<file path="src/rtl/approx_mult_2step_pipe.sv">
// Two-stage unsigned multiplier with optional low-column truncation.
// Stage 1 compresses partial products into two carry-save rows; stage 2 runs the final adder.
module approx_mult_2step_pipe #(
   parameter int WIDTH      = 8,
   parameter int TRUNC_COLS = WIDTH / 2
) (
   input  logic               clk,
   input  logic               rst,
   input  logic               in_valid,
   output logic               in_ready,
   input  logic [WIDTH-1:0]   x,
   input  logic [WIDTH-1:0]   y,
   input  logic               mode,
   output logic               out_valid,
   input  logic               out_ready,
   output logic [2*WIDTH:0]   prod,
   output logic               out_mode
);

   localparam int RW = 2 * WIDTH - 1;

   logic [RW-1:0]    w_sum_row;
   logic [RW-1:0]    w_carry_row;
   logic [2*WIDTH:0] w_final;
   logic             w_stall;

   logic [RW-1:0]    r_row_a;
   logic [RW-1:0]    r_row_b;
   logic             r_mode1;
   logic             r_v1;
   logic             r_v2;
   logic [2*WIDTH:0] r_prod;
   logic             r_out_mode;

   assign w_stall  = r_v2 & ~out_ready;
   assign in_ready = ~(w_stall & r_v1);

   // Linear 3:2 carry-save array: after row i both vectors stay below 2^(WIDTH+i),
   // so the carry shifted out of the top bit is always zero and the rows stay exact.
   always_comb begin : csa_array
      logic [RW-1:0] pp_row;
      logic [RW-1:0] acc_s;
      logic [RW-1:0] acc_c;
      logic [RW-1:0] nxt_c;
      acc_s  = '0;
      acc_c  = '0;
      pp_row = '0;
      nxt_c  = '0;
      for (int i = 0; i < WIDTH; i++) begin
         pp_row = '0;
         for (int j = 0; j < WIDTH; j++) begin
            if ((mode == 1'b0) || ((i + j) >= TRUNC_COLS)) begin
               pp_row[i+j] = x[j] & y[i];
            end else begin
               pp_row[i+j] = 1'b0;
            end
         end
         nxt_c = ((acc_s & acc_c) | (acc_s & pp_row) | (acc_c & pp_row)) << 1;
         acc_s = acc_s ^ acc_c ^ pp_row;
         acc_c = nxt_c;
      end
      w_sum_row   = acc_s;
      w_carry_row = acc_c;
   end

   assign w_final = {2'b00, r_row_a} + {2'b00, r_row_b};

   always_ff @(posedge clk) begin
      if (rst) begin
         r_v1    <= 1'b0;
         r_row_a <= '0;
         r_row_b <= '0;
         r_mode1 <= 1'b0;
      end else if (in_ready) begin
         r_v1 <= in_valid;
         if (in_valid) begin
            r_row_a <= w_sum_row;
            r_row_b <= w_carry_row;
            r_mode1 <= mode;
         end
      end
   end

   // Stage 2 holds prod and out_mode bit-stable while the downstream stalls.
   always_ff @(posedge clk) begin
      if (rst) begin
         r_v2       <= 1'b0;
         r_prod     <= '0;
         r_out_mode <= 1'b0;
      end else if (!w_stall) begin
         r_v2 <= r_v1;
         if (r_v1) begin
            r_prod     <= w_final;
            r_out_mode <= r_mode1;
         end
      end
   end

   assign out_valid = r_v2;
   assign prod      = r_prod;
   assign out_mode  = r_out_mode;

endmodule

</file>
<file path="config.mk">
export PLATFORM = sky130hd
export DESIGN_NAME = approx_mult_2step_pipe
export DESIGN_NICKNAME = d
export VERILOG_FILES = /design/src/rtl/approx_mult_2step_pipe.sv
export SDC_FILE = /design/constraint.sdc
export NUM_CORES = 1
export LEC_CHECK = 0
export ABC_AREA = 1
export BUFFER_PORTS_ARGS = -buffer_cell sky130_fd_sc_hd__buf_2
export CORE_UTILIZATION = 45
export DETAILED_ROUTE_END_ITERATION = 10
export SETUP_SLACK_MARGIN = 0.5
export SYNTH_ARGS = -nofsm -noshare
export SYNTH_HDL_FRONTEND = slang
export SYNTH_SLANG_ARGS = --single-unit
</file>
<file path="constraint.sdc">
create_clock -name clk -period 11.35 [get_ports clk]
set_input_delay 0.5675 -clock clk [delete_from_list [all_inputs] [get_ports clk]]
set_output_delay 0.5675 -clock clk [all_outputs]
set_load 0.005 [all_outputs]
</file>
==> insert_results.sql <==
INSERT INTO impl_metrics (metric_group, metric, value, unit) VALUES
('status', 'outcome', 'finished clean', ''),
('routing', 'drt.antenna.violating_nets', '0', ''),
('layout', 'final_nets', '511', ''),
('routing', 'met2RoutedLength', '2.74', 'mm'),
('worst_hold_path', 'min-delay-path-class', 'reg2reg', ''),
('yosys', 'post_synth_num_cell_types', '27', ''),
('power_and_ir_drop', 'power.ir.vdd_worst', '48.1', 'µV'),
('floorplan', 'die_h', '86.5', 'µm'),
('yosys', 'postSynthNetCount', '488', ''),
('grt', 'grt_pass1_wl', '10.1', 'mm'),
('floorplan', 'die_area', '7480', 'µm²'),
('placement', 'buffer_ports.inserted', '39', ''),
('placement', 'worst_slack_at_placement', '7.01', 'ns'),
('sta', 'timing.fmax', '248', 'MHz'),
('power_and_ir_drop', 'clock_power_share', '0.260', ''),
('clock_network', 'cts_buffer_depth', '2', ''),
('yosys', 'synthCells', '410', ''),
('power_and_ir_drop', 'power.density_cell_area', '131', 'nW/µm²'),
('layout', 'fin_util', '0.514', ''),
('sta', 'final_min_period_over_clock_period', '0.355', ''),
('layout', 'multi_input_area', '2000', 'µm²'),
('floorplan', 'core_area', '6830', 'µm²'),
('routing', 'dr_total_vias', '2515', ''),
('floorplan', 'rows', '30', ''),
('run', 'cap_violations', '0', ''),
('power_and_ir_drop', 'p_sw_frac', '0.334', ''),
('yosys', 'synth_warnings', '0', ''),
('clock_network', 'htree_num_levels', '2', ''),
('clock_network', 'post_cts_resize_count', '0', ''),
('yosys', 'ys_ff_latch', '42', ''),
('sta', 'fin_tns_setup', '0', 'ns'),
('grt', 'grt_max_degree', '37', ''),
('sta', 'layout_setup_ws', '7.32', 'ns'),
('routing', 'route.top_layer_used', 'met4', ''),
('sta', 'timing.final.max_slew_violations', '0', ''),
('routing', 'met1Wirelength', '2.70', 'mm'),
('sta', 'post_layout_min_period', '4.03', 'ns'),
('layout', 'layout.area.seq', '841', 'µm²'),
('critical_path', 'arrival', '4.21', 'ns'),
('power_and_ir_drop', 'part_of_the_power_in_combinational_logic', '0.363', ''),
('placement', 'dp_cells', '522', ''),
('critical_path', 'timing.setup.critical_path_class', 'in2reg', ''),
('critical_path', 'timing.critical_path.fanout_max', '7', ''),
('clock_network', 'cts-root-buf', 'clkbuf_8', ''),
('layout', 'area.growth.synth_to_final', '9.19', '%'),
('sta', 'fin_worst_hold_slack', '0.476', 'ns'),
('clock_network', 'clock-sinks', '42', ''),
('power_and_ir_drop', 'seq_power_share', '0.377', ''),
('clock_network', 'cts_made_buffers', '5', ''),
('yosys', 'syn_area', '3210', 'µm²'),
('critical_path', 'worstSetupEndpointType', 'flop', ''),
('power_and_ir_drop', 'totalPowerFinal', '0.459', 'mW'),
('critical_path', 'timing.critical_path.from_type', 'input port', ''),
('clock_network', 'cts_tree', 'done', ''),
('critical_path', 'required', '11.53', 'ns'),
('sta', 'grt_setup_unrepaired', 'no', ''),
('placement', 'place_area', '3400', 'µm²'),
('clock_network', 'cts_post_setup_buffers_inserted', '0', ''),
('clock_network', 'clkLatencyLatePin', '0.29', 'ns'),
('sta', 'worst_clock_skew', '0.0107', 'ns'),
('routing', 'avgRoutedWirePerCell', '10.6', 'µm'),
('clock_network', 'clkSlewWorstSetupHoldPaths', '0.07', 'ns'),
('layout', 'antenna_cells_inserted', '0', ''),
('layout', 'final-instance-count-excl-fill', '529', ''),
('sta', 'hold_violations', '0', ''),
('yosys', 'seq_area_frac_synth', '0.262', ''),
('placement', 'hpwlAfterDp', '4.58', 'mm'),
('yosys', 'syn_avg_cell_area', '7.84', 'µm²'),
('placement', 'weighted_congestion_reported_at_the_end_of_routability_driven_placement', '0.822', ''),
('grt', 'global_route.usage.total', '0.171', ''),
('power_and_ir_drop', 'leakagePower', '1.74', 'nW');
synth_stat cells:
| cell | n | area, µm² |
|---|---|---|
| dfxtp_1 | 42 | 841 |
| conb_1 | 1 | 3.75 |
| buf_4 | 4 | 30.0 |
| or2_1 | 1 | 6.26 |
| nand2_1 | 81 | 304 |
| nor3_1 | 2 | 10.0 |
| clkbuf_2 | 2 | 10.0 |
| inv_2 | 4 | 15.0 |
| buf_6 | 2 | 22.5 |
| ha_1 | 14 | 175 |
| o211ai_1 | 1 | 7.51 |
| a21oi_2 | 1 | 8.76 |
| nand3_1 | 16 | 80.1 |
| o21ai_0 | 28 | 140 |
| buf_2 | 2 | 10.0 |
| fa_1 | 43 | 861 |
| xor2_1 | 1 | 8.76 |
| buf_8 | 1 | 15.0 |
| inv_1 | 60 | 225 |
| nor2_1 | 62 | 233 |
| nand2_2 | 2 | 12.5 |
| clkbuf_1 | 12 | 45.0 |
| o21ai_1 | 7 | 35.0 |
| a21oi_1 | 18 | 90.1 |
| or2_0 | 1 | 6.26 |
| o21a_1 | 1 | 7.51 |
| nand3_2 | 1 | 10.0 |
layer usage:
metal,track usage,vias to the layer above
li1,-,1283
met1,0.212,1198
met2,0.305,30
met3,0.0314,4
met4,0.0455,0
met5,0,-
layout make-up:
| class | instances | area share |
|---|---|---|
| Multi-Input combinational cell | 281 | 0.570 |
| Sequential cell | 42 | 0.240 |
| Inverter | 64 | 0.0685 |
| Timing Repair Buffer | 39 | 0.0556 |
| Tap cell | 96 | 0.0342 |
| Clock buffer | 6 | 0.0235 |
| Clock inverter | 1 | 0.00856 |
path summary, 6_finish.rpt:
kind / start / endpoint / cells after the start / slack, ns
worst max-delay path: y[1] / r_row_a[8] / 14 / 7.32
worst max register to register: r_row_a[8] / prod[12] / 11 / 9.66
worst min register to register: prod[2] / prod[2] / 2 / 0.48
worst min-delay path: prod[2] / prod[2] / 2 / 0.48
worst max-delay path, cell delays in order:
cell and delay [ns]:
buf_2 0.15, nand2_1 0.07, inv_1 0.04, ha_1 0.29, inv_1 0.07, fa_1 0.42, fa_1 0.40, fa_1 0.54
fa_1 0.43, fa_1 0.50, inv_1 0.05, fa_1 0.42, o21ai_0 0.20, nor2_1 0.05
registers in the layout (all words and copies together), names as in the netlist:
name	cells
prod	16
r_row_a	15
r_row_b	7
out_mode	1
out_valid	1
r_mode1	1
r_v1	1
logic make-up (layout without fill, tap and decap cells):
kind of cell | Yosys count | count (layout) | share of synthesized area
DFF | 42 | 42 | 0.262
AOI/OAI and AO/OA | 56 | 56 | 0.0900
buffers and inverters | 87 | 110 | 0.116
adders and majority gates | 57 | 57 | 0.322
and+or+nand+nor | 166 | 166 | 0.206
other | 1 | 1 | 0.00117
xor gates and xnor gates | 1 | 1 | 0.00273
power by group through the flow:
stage | Combinational (mW) | Clock (mW) | Sequential, mW
floorplan | 0.132 | 0 | 0.175
global placement | 0.168 | 0 | 0.176
detailed placement | 0.170 | 0 | 0.177
CTS | 0.170 | 0.123 | 0.173
global route | 0.201 | 0.129 | 0.175
finish | 0.167 | 0.119 | 0.173
cells in the final DEF (no fill, tap or decap):
master / instances
or2_0: 1
nor3_1: 2
bufinv_16: 1
a21oi_1: 18
nand3_1: 16
or2_1: 1
o21ai_1: 7
conb_1: 1
ha_1: 14
fa_1: 43
clkbuf_8: 6
o21ai_0: 28
buf_2: 39
xor2_1: 1
nand3_2: 1
nand2_2: 2
o211ai_1: 1
inv_2: 4
nand2_1: 81
inv_1: 60
nor2_1: 62
o21a_1: 1
a21oi_2: 1
dfxtp_1: 42
Power figures use the tool's default switching activity.
